===== src/rtl/countdown_timer_bcd.sv =====
// Loadable MM:SS BCD countdown timer with a 1 Hz prescaler and IDLE/RUN/PAUSE/DONE run control.
// Optional auto-reload on reaching 00:00 is enabled by defining COUNTDOWN_AUTO_RELOAD_EN.
module countdown_timer_bcd #(
    parameter int TICK_DIV = 50000000,
    parameter int CNT_W    = 26
) (
    input  logic        clk,
    input  logic        rst,
    input  logic        load,
    input  logic [15:0] load_val,
    input  logic        start,
    input  logic        stop,
    output logic [3:0]  min_t,
    output logic [3:0]  min_o,
    output logic [3:0]  sec_t,
    output logic [3:0]  sec_o,
    output logic        running,
    output logic        done,
    output logic        expired
);

    localparam logic [1:0] S_IDLE  = 2'd0;
    localparam logic [1:0] S_RUN   = 2'd1;
    localparam logic [1:0] S_PAUSE = 2'd2;
    localparam logic [1:0] S_DONE  = 2'd3;

    localparam logic [CNT_W-1:0] TICK_MAX = CNT_W'(TICK_DIV - 1);

    logic [1:0]       state_q, state_d;
    logic [15:0]      time_q, time_d;
    logic [CNT_W-1:0] presc_q, presc_d;
    logic             done_q, done_d;
    logic             running_q, running_d;
    logic             expired_q, expired_d;

    logic [15:0]      load_clamped;
    logic [15:0]      time_dec;
    logic             b0, b1, b2;
    logic             tick;
    logic             tick_zero;
    logic             time_zero;

`ifdef COUNTDOWN_AUTO_RELOAD_EN
    logic [15:0]      reload_q, reload_d;
`endif

    function automatic logic [3:0] clamp_digit(input logic [3:0] v, input logic [3:0] max);
        return (v > max) ? max : v;
    endfunction

    always_comb begin
        load_clamped = {clamp_digit(load_val[15:12], 4'd9), clamp_digit(load_val[11:8], 4'd9),
                        clamp_digit(load_val[7:4], 4'd5), clamp_digit(load_val[3:0], 4'd9)};
    end

    // Borrow chain: each digit only moves when every lower digit wrapped.
    always_comb begin
        time_dec       = time_q;
        b0             = (time_q[3:0] == 4'd0);
        time_dec[3:0]  = b0 ? 4'd9 : time_q[3:0] - 4'd1;
        b1             = b0 && (time_q[7:4] == 4'd0);
        if (b0) time_dec[7:4] = b1 ? 4'd5 : time_q[7:4] - 4'd1;
        b2             = b1 && (time_q[11:8] == 4'd0);
        if (b1) time_dec[11:8] = b2 ? 4'd9 : time_q[11:8] - 4'd1;
        if (b2) time_dec[15:12] = (time_q[15:12] == 4'd0) ? 4'd9 : time_q[15:12] - 4'd1;
    end

    assign tick      = (state_q == S_RUN) && (presc_q == TICK_MAX);
    assign time_zero = (time_q == 16'h0000);
    // 00:01 decrements to zero; 00:00 itself is treated as reached so it can never wrap to 99:59.
    assign tick_zero = (time_q == 16'h0001) || time_zero;

    always_comb begin
        state_d  = state_q;
        time_d   = time_q;
        presc_d  = presc_q;
        done_d   = 1'b0;
`ifdef COUNTDOWN_AUTO_RELOAD_EN
        reload_d = reload_q;
`endif
        if (load && (state_q != S_RUN)) begin
            state_d  = S_IDLE;
            time_d   = load_clamped;
            presc_d  = '0;
`ifdef COUNTDOWN_AUTO_RELOAD_EN
            reload_d = load_clamped;
`endif
        end else begin
            case (state_q)
                S_IDLE, S_PAUSE: begin
                    if (start) begin
                        if (time_zero) begin
                            state_d = S_DONE;
                            done_d  = 1'b1;
                        end else begin
                            state_d = S_RUN;
                            if (state_q == S_IDLE) presc_d = '0;
                        end
                    end
                end
                S_RUN: begin
                    if (stop) begin
                        state_d = S_PAUSE;
                    end else if (tick) begin
                        presc_d = '0;
                        if (tick_zero) begin
                            done_d  = 1'b1;
                            time_d  = 16'h0000;
                            state_d = S_DONE;
`ifdef COUNTDOWN_AUTO_RELOAD_EN
                            if (reload_q != 16'h0000) begin
                                time_d  = reload_q;
                                state_d = S_RUN;
                            end
`endif
                        end else begin
                            time_d = time_dec;
                        end
                    end else begin
                        presc_d = presc_q + CNT_W'(1);
                    end
                end
                default: ;
            endcase
        end
        running_d = (state_d == S_RUN);
        expired_d = (state_d == S_DONE);
    end

    always_ff @(posedge clk or posedge rst) begin
        if (rst) begin
            state_q   <= S_IDLE;
            time_q    <= '0;
            presc_q   <= '0;
            done_q    <= 1'b0;
            running_q <= 1'b0;
            expired_q <= 1'b0;
        end else begin
            state_q   <= state_d;
            time_q    <= time_d;
            presc_q   <= presc_d;
            done_q    <= done_d;
            running_q <= running_d;
            expired_q <= expired_d;
        end
    end

`ifdef COUNTDOWN_AUTO_RELOAD_EN
    always_ff @(posedge clk or posedge rst) begin
        if (rst) reload_q <= '0;
        else     reload_q <= reload_d;
    end
`endif

    assign min_t   = time_q[15:12];
    assign min_o   = time_q[11:8];
    assign sec_t   = time_q[7:4];
    assign sec_o   = time_q[3:0];
    assign running = running_q;
    assign done    = done_q;
    assign expired = expired_q;

endmodule


===== config.mk =====
export PLATFORM = sky130hd
export DESIGN_NAME = countdown_timer_bcd
export DESIGN_NICKNAME = d
export VERILOG_FILES = /design/src/rtl/countdown_timer_bcd.sv
export SDC_FILE = /design/constraint.sdc
export NUM_CORES = 1
export LEC_CHECK = 0
export ABC_AREA = 1
export BUFFER_PORTS_ARGS = -buffer_cell sky130_fd_sc_hd__buf_4
export CAP_MARGIN = 40
export CORE_UTILIZATION = 61
export CTS_BUF_LIST = sky130_fd_sc_hd__clkbuf_2
export DETAILED_ROUTE_END_ITERATION = 6
export GPL_TIMING_DRIVEN = 0
export PLACE_DENSITY = 0.83
export SYNTH_ARGS = -nofsm -noshare
export SYNTH_HDL_FRONTEND = slang
export SYNTH_SLANG_ARGS = --single-unit

===== constraint.sdc =====
create_clock -name clk -period 3.05 [get_ports clk]
set_input_delay 0.1525 -clock clk [delete_from_list [all_inputs] [get_ports clk]]
set_output_delay 0.1525 -clock clk [all_outputs]
set_load 0.01 [all_outputs]

# After elaboration in Yosys (flattened, before gate mapping)
# Index checks and enable logic that the tools add are counted.
[totals]
ff_bits = 47
latchBits = 0
ramBits = 0
mem_bits_ro = 0
out_inout_bits = 19
elab_cells = 90
mem_count = 0
[op_classes]
add_sub_neg = 5
mul = 0
n_div = 0
n_lt_le_gt_ge = 4
eq_ne = 12
n_shift = 0
n_mux = 37
bitwise_logic = 0
reduce_logical = 23
[ops]
columns = ["cell", "n"]
rows = [
  ["26-bit two-way mux", 6],
  ["16-bit two-way mux", 5],
  ["26-bit one-hot mux with 2 select lines", 1],
  ["4-bit two-way mux", 11],
  ["26-bit by 1-bit adder with 26-bit output (second input constant)", 1],
  ["26-bit == test (second input constant)", 1],
  ["16-bit by 1-bit == test with 1-bit output (second input constant)", 1],
  ["16-bit logical NOT", 1],
  ["4-bit logical NOT", 4],
  ["4-bit by 1-bit subtractor with 4-bit output (second input constant)", 4],
  ["4-bit > comparator (second input constant)", 3],
  ["2-bit two-way mux", 6],
  ["4-bit AND reduction", 3],
  ["3-bit nonzero test", 4],
  ["3-bit inequality test (second input constant)", 3],
  ["1-bit two-way mux", 6],
  ["5-bit AND reduction", 1],
  ["2-bit by 1-bit == test with 1-bit output (second input constant)", 2],
  ["2-bit == test (second input constant)", 2],
  ["4-bit by 3-bit > comparator with 1-bit output (second input constant)", 1],
  ["1-bit logical AND", 4],
  ["2-bit by 1-bit inequality test with 1-bit output (second input constant)", 2],
  ["2-bit one-hot mux with 2 select lines", 1],
  ["2-bit nonzero test", 2],
  ["other kinds (6)", 6],
]

# Longest topological paths before layout
# Gate-level depths: netlist of the first run.
[depth]
ltp_word = 10
depth_mapped = 11

# Least setup slack after synthesis of the first run
# Ideal clock, no wire load.
[synth_path]
kind = "reg-to-reg"
from = "register time_q[12]"
to = "register time_q[12]"
setup_ps = 117
arrival_ps = 1608
required_ps = 2933
path_slack_ps = 1325
stages_incl_launch_ff = 10
path_buffers = 0
period_less_slack_ps = 1725
cell_sequence = "dfrtp_1 > inv_1 > ha_1 > nand3_1 > nor2_2 > nand2_1 > nand2_1 > o21ai_0 > nand2_1 > nand2_1"
[synth_via]
elab_chain_cells = 8
word_cells_on_any_way = 14
classes_between = "add/sub: 1; eq/ne: 1; mux: 7; reduce/logical: 5"
[synth_lines]
columns = ["element", "line", "rtl"]
rows = [
  ["start, declared", "30", "logic [15:0] time_q, time_d;"],
  ["start signal, assigned", "140", "time_q <= time_d;"],
  ["4-bit by 1-bit subtractor with 4-bit output / 4-bit logical NOT (equally long branches)", "65", "if (b2) time_dec[15:12] = (time_q[15:12] == 4'd0) ? 4'd9 : time_q[15:12] - 4'd1;"],
  ["4-bit two-way mux (2 in a row)", "65", ""],
  ["16-bit two-way mux", "106", "if (tick_zero) begin"],
  ["16-bit two-way mux", "104", "end else if (tick) begin"],
  ["16-bit two-way mux", "102", "if (stop) begin"],
  ["16-bit two-way mux", "89", "case (state_q)"],
  ["16-bit two-way mux", "81", "if (load && (state_q != S_RUN)) begin"],
]
# Parallel ways exist; a longest one is shown, timed or not. The select of a mux whose other input is x is not followed.
# A chain may end at the register's enable or synchronous reset.

# Worst setup path after layout of the first run
[layout_path]
from = "register time_q[12]"
to = "register time_q[4]"
[layout_via]
elab_chain_cells = 7
word_cells_on_any_way = 10
classes_between = "eq/ne: 1; mux: 5; reduce/logical: 4"
[layout_lines]
columns = ["element", "line", "rtl"]
rows = [
  ["16-bit by 1-bit == test with 1-bit output / 16-bit logical NOT (equally long branches)", "71, 69", ""],
  ["1-bit logical OR (*)", "71", "assign tick_zero = (time_q == 16'h0001) || time_zero;"],
  ["16-bit two-way mux", "106", ""],
  ["16-bit two-way mux", "104", ""],
  ["16-bit two-way mux", "102", ""],
  ["16-bit two-way mux", "89", ""],
  ["16-bit two-way mux", "81", ""],
]
# Mark *: on every way between the ends. The rest lies on a longest branch, timed or not. The select of a mux whose other input is x is not followed.

==> results.toml, run 1 <==
[status]
status = "finished, final reports clean"

[grt]
grt_pass1_vias = 3252
grt_max_degree = 33
antenna_found_initial = 0
grt_pass1_wl_um = 14300
grt_overflow = 0
grt.total_usage = 0.304

[power]
leakagePower_nw = 1.89
p_clk_frac = 0.096
switching_share = 0.494
p_per_area_mw_per_mm2 = 730
p_sw_w = 0.00139
ir_drop_mv = 0.471
internal_power_w = 0.00142
pwr-share-seq = 0.317
comb_power_share = 0.587

[critical_path]
cp.arrival_ns = 2.48
crit_top_cell = "nand2_1"
crit_slowest_cell = "dfrtp_1"
critical_path_required_ns = 3.40
cpPeakStageDelay_ns = 0.45
critPathKind = "register to register"
cp-start-kind = "register"
cp_max_fo = 10
cp-end-kind = "register"
r2r_slack_ns = 0.92
crit_chain = "inv_1 -> ha_1 -> nand3_1 -> nor2_2 -> nand2_1 -> nand2_1 -> o21ai_0 -> nand2_1 -> nand2_1"

[drt]
drc = 0
vias = 3327
drt_iter0_markers = 287
antenna_left = 0
routedWlPerCell_um = 13.1
vias_per_cell = 5.33
dr.pass1.iters = 5
wirelength_um = 8190

[synthesis]
syn_area_per_cell_sq_um = 6.69
synthTopCellsByArea = "dfrtp_1 35%, nand2_1 18%, nor2_1 8.6%, inv_1 6.7%, nand3_1 4.8%"
synth.top_cell.area_share = 0.349
ys.warnings.count = 0
synth_nets = 533
synth_area_leader_cell = "dfrtp_1"
synth_cell_types = 35
seq_area_frac_synth = 0.349
syn_area_sq_mm = 0.00337
synthCells = 504
ys_seq_elements = 47

[timing]
fin_skew_ns = 0.0293
slew_headroom = 0.760
slew_violations = 0
setup_violations = 0
fmax_ghz = 0.469
rsz0062_at_grt = "no"
fin_setup_tns_ns = 0
min_period_ns = 2.13
worst_slew_pin_slew_ns = 0.359
timing.hold.ws_ns = 0.0220
finalHoldViolCount = 0
period_share = 0.699
fin_ws_ns = 0.917

[die]
initial_core_util = 0.648
die_h_um = 76.3
rows = 26
die_x_um = 76.3
core_sq_mm = 0.00520
io_pins = 40
die_area_sq_mm = 0.00583

[layout]
utilization = 0.737
nNetsFinal = 582
syn2layout_area_growth_pct = 13.8
drive_gt1_frac = 0.166
final_cell_mix = "159 x nand2_1, 77 x nor2_1, 59 x inv_1, 47 x dfrtp_1, 40 x buf_4"
num_antenna_cells = 0
final_common_cell = "nand2_1"
layout.cells.non_filler = 624

[placed_design]
dp.cells = 614
dp_hpwl_um = 6260
place.gp.congestion = 0.861
place_ws_ns = 0.951
portBuffers = 39

[worst_hold_path]
hp-class = "input port to register"

[cts]
cts_tree = "built"
root_buffer = "clkbuf_2"
cts_sinks = 47
cts_buffers = 5
clock_path_buffers = 2
post_cts_buffers = 0
clk_latency_ns = 0.43
cts.clk_slew.worst_paths_ns = 0.24
htreeDepth = 2

[job]
cap_violations = 0
-- worst max-delay path, delay by kind of cell, from the launching register on --
kind                       cells  cell delay [ns]
DFF                            1             0.45
and+or+nand+nor                6             1.16
adders and majority gates      1             0.23
buffers and inverters          1             0.10
AOI/OAI and AO/OA              1             0.12
-- stage by stage --
stage	instance area, sq um	total power [W]
after floorplan	3370	0.00205
after global placement	3750	0.00248
after detailed placement	3770	0.00253
after CTS	3840	0.00280
after global routing	3840	0.00306
final	3840	0.00280
-- power groups by stage --
| stage | Clock [W] | Sequential (W) | Combinational, W |
|---|---|---|---|
| 5_1_grt | 0.000297 | 0.000903 | 0.00186 |
| 2_1_floorplan | 0 | 0.000917 | 0.00113 |
| 3_5_place_dp | 0 | 0.000892 | 0.00164 |
| 3_3_place_gp | 0 | 0.000889 | 0.00159 |
| 6_report | 0.000269 | 0.000888 | 0.00165 |
| 4_1_cts | 0.000272 | 0.000882 | 0.00165 |
-- layout make-up --
class	count	area, sq um
clock inverter	3	20.0
sequential	47	1180
timing repair buffer	42	333
tap	70	87.6
clock buffer	5	25.0
fill	441	1370
inverter	65	246
buffer	6	45.0
multi-input combinational	386	1900
-- sequential cells by signal (all words and copies together) (netlist names) --
signal	flops
state_q	2
expired	1
presc_q	26
running	1
time_q	16
done	1
-- timing repair --
item	CTS	global route
gates resized for setup	0	0
hold endpoints to repair	48	0
hold buffers	2	0
-- final timing paths --
path	cells past startpoint	start	to
hold reg to reg	2	time_q[8]$_DFFE_PP0P_	time_q[8]$_DFFE_PP0P_
max in group asynchronous	4	rst	presc_q[20]$_DFFE_PP0P_
setup / recovery	9	time_q[12]$_DFFE_PP0P_	time_q[4]$_DFFE_PP0P_
hold / removal	5	load_val[11]	time_q[11]$_DFFE_PP0P_
setup reg to reg	9	time_q[12]$_DFFE_PP0P_	time_q[4]$_DFFE_PP0P_
min in group asynchronous	3	rst	presc_q[2]$_DFFE_PP0P_
-- routing by layer --
layer  vias up  global-route usage  part of all wire
met3        20              0.0551             0.048
met5         -                   0                 0
li1       1686                   -                 -
met4         0               0.117             0.023
met2       104               0.552              0.51
met1      1517               0.352              0.42
-- cell usage after synthesis --
cell type / count
a21oi_1: 8
a21oi_2: 1
a21oi_4: 1
a31oi_1: 1
buf_2: 3
buf_4: 1
buf_6: 2
dfrtp_1: 47
ha_1: 8
inv_1: 60
inv_2: 4
inv_4: 1
nand2_1: 159
nand2_2: 4
nand2_4: 6
nand3_1: 32
nand3_2: 3
nand3_4: 1
nand3b_1: 2
nand4_1: 10
nor2_1: 77
nor2_2: 9
nor2_4: 3
nor2_8: 1
nor3_1: 6
nor3b_1: 2
o21a_1: 1
o21ai_0: 24
o21ai_1: 7
o21bai_1: 8
o22ai_1: 2
or2_1: 1
or2_2: 3
xnor2_1: 1
xor2_1: 5
-- cells by family after synthesis --
kind of cell               synth area share
adders and majority gates            0.0297
DFF                                   0.349
and+or+nand+nor                       0.428
AOI/OAI and AO/OA                    0.0909
buffers and inverters                0.0865
xor gates and xnor gates             0.0156
(Power assumes the default switching activity.)
==> inputs of run 2 (changes only) <==
Settings changed: CORE_UTILIZATION 61 to 55, PLACE_DENSITY 0.83 to 0.79.
Clock period 3.05 ns to 1.7 ns, I/O delays scaled along.
==> run 2 against run 1 <==
The run now ends with negative setup slack left. Sequential share of layout area fell by 4.1 points. First-iteration DRC count increased by 33%. Power grew 120%. Largest power group unchanged. Clock-buffer cell count is the same. Via count is 12% higher. Critical endpoint is now time_q[1]$_DFFE_PP0P_. Fmax up 20%. Highest routed layer unchanged.
==> results.toml, run 2 (synthesis results as in run 1) <==
[layout]
largest_register_ffs = 26
largest_registers = "presc_q: 26 flops, time_q: 16 flops, state_q: 2 flops"
nNetsFinal = 621
top_register = "presc_q"
drive_gt1_frac = 0.270
num_antenna_cells = 0
final_cell_mix = "151 x nand2_1, 68 x buf_4, 67 x nor2_1, 51 x inv_1, 45 x dfrtp_1"
utilization = 0.751
syn2layout_area_growth_pct = 31.9
final_common_cell = "nand2_1"

[power]
ir_drop_mv = 0.958
leakagePower_nw = 2.15
p_per_area_mw_per_mm2 = 1360
fin_total_pwr_w = 0.00606

[critical_path]
crit_buf_inv = 1
cp-start-kind = "register"
cp.arrival_ns = 2.13
critical_path_required_ns = 2.06
cp-end-kind = "register"
cpPeakStageDelay_ns = 0.46
critPathTopFamily = "simple AND/OR/NAND/NOR gates"
crit_slowest_cell = "dfrtp_1"
r2r_slack_ns = -0.07
critPathKind = "register to register"
crit_chain = "ha_4 -> nand2_4 -> nor2_4 -> nand2_2 -> nor2_4 -> nand2_4 -> a21oi_4 -> buf_4 -> nand2_1 -> o21ai_0"
cp_max_fo = 7

[worst_hold_path]
hp-class = "input port to register"

[cts]
htreeDepth = 2
cts_sinks = 47
clk_latency_ns = 0.42
cts_tree = "built"
root_buffer = "clkbuf_2"
cts.clk_slew.worst_paths_ns = 0.25
clock_path_buffers = 2
cts_buffers = 5

[timing]
finalHoldViolCount = 0
min_period_ns = 1.77
period_share = 1.04
fin_skew_ns = 0.0135
slew_headroom = 0.779
setup_violations = 20
fmax_ghz = 0.564
fin_ws_ns = -0.0726
worst_slew_pin_slew_ns = 0.331
slew_violations = 0
rsz0062_at_grt = "yes"

[grt]
antenna_found_initial = 0
grt_overflow = 0
grt_max_degree = 40
grt_pass1_wl_um = 14400
grt_pass1_vias = 3299
grt.total_usage = 0.285

[die]
rows = 28
die_x_um = 80.3
die_h_um = 80.3
core_sq_mm = 0.00592
die_area_sq_mm = 0.00645
initial_core_util = 0.569
io_pins = 40

[drt]
vias_per_cell = 5.56
wirelength_um = 9570
drt_iter0_markers = 381
routedWlPerCell_um = 14.3
drc = 0
vias = 3717
dr.pass1.iters = 5
antenna_left = 0

[placed_design]
dp_hpwl_um = 6040
place.gp.congestion = 0.867
portBuffers = 39

[status]
status = "finished, violations left"
failed_checks = "negative setup slack"

[job]
cap_violations = 0
[run 2: layout make-up]
cell class | count | area, sq um
Tap cell | 75 | 93.8
Timing Repair Buffer | 81 | 666
Sequential cell | 47 | 1180
Fill cell | 409 | 1480
Clock inverter | 3 | 15.0
Multi-Input combinational cell | 386 | 2150
Buffer | 6 | 63.8
Inverter | 65 | 254
Clock buffer | 5 | 25.0
[run 2: repair_timing]
action,in CTS,in global routing
gates cloned,0,1
setup buffers,17,12
endpoints found under the hold margin,55,1
setup endpoints to repair,46,45
gates resized for setup,30,44
hold buffers,10,1
pin swaps,18,21
[run 2: final timing paths]
| kind | from | depth (start not counted) | end |
|---|---|---|---|
| max reg2reg | presc_q[0]$_DFFE_PP0P_ | 10 | time_q[1]$_DFFE_PP0P_ |
| min | load_val[14] | 5 | time_q[14]$_DFFE_PP0P_ |
| min in group asynchronous | rst | 3 | time_q[2]$_DFFE_PP0P_ |
| min reg2reg | presc_q[21]$_DFFE_PP0P_ | 3 | presc_q[21]$_DFFE_PP0P_ |
| max in group asynchronous | rst | 4 | time_q[14]$_DFFE_PP0P_ |
| max | presc_q[0]$_DFFE_PP0P_ | 10 | time_q[1]$_DFFE_PP0P_ |
[run 2: metal layers]
metal	track usage	up-vias	routed length [um]
met5	0	-	0
met4	0.0821	0	198
met3	0.0477	33	705
met2	0.474	175	4620
met1	0.379	1750	4040
li1	-	1759	-
[run 2: per-stage QoR]
stage / TNS [ns] / area, sq um / setup WS (ns) / cells / hold slack, ns
floorplan: 0 / 3380 / 0.0254 / 504 / 0.256
global placement: -13.28 / 3760 / -0.300 / 618 / 0.356
detailed placement: -7.22 / 3780 / -0.329 / 619 / 0.0265
CTS: -0.685 / 4170 / -0.0659 / 654 / 0.00204
global route: -3.97 / 4450 / -0.143 / 668 / 0.00184
finish: -0.583 / 4450 / -0.0726 / 668 / 0.0168
[run 2: power by group]
group	total (W)	internal, W	switching (W)
Sequential	0.00159	0.00136	0.000235
Clock	0.000467	0.0000916	0.000376
Combinational	0.00400	0.00169	0.00231
[run 2: worst reg2reg max path, stage by stage, from the launching register on]
cell	delay (ns)
dfrtp_1	0.46
ha_4	0.18
nand2_4	0.07
nor2_4	0.12
nand2_2	0.09
nor2_4	0.12
nand2_4	0.09
a21oi_4	0.27
buf_4	0.17
nand2_1	0.05
o21ai_0	0.09
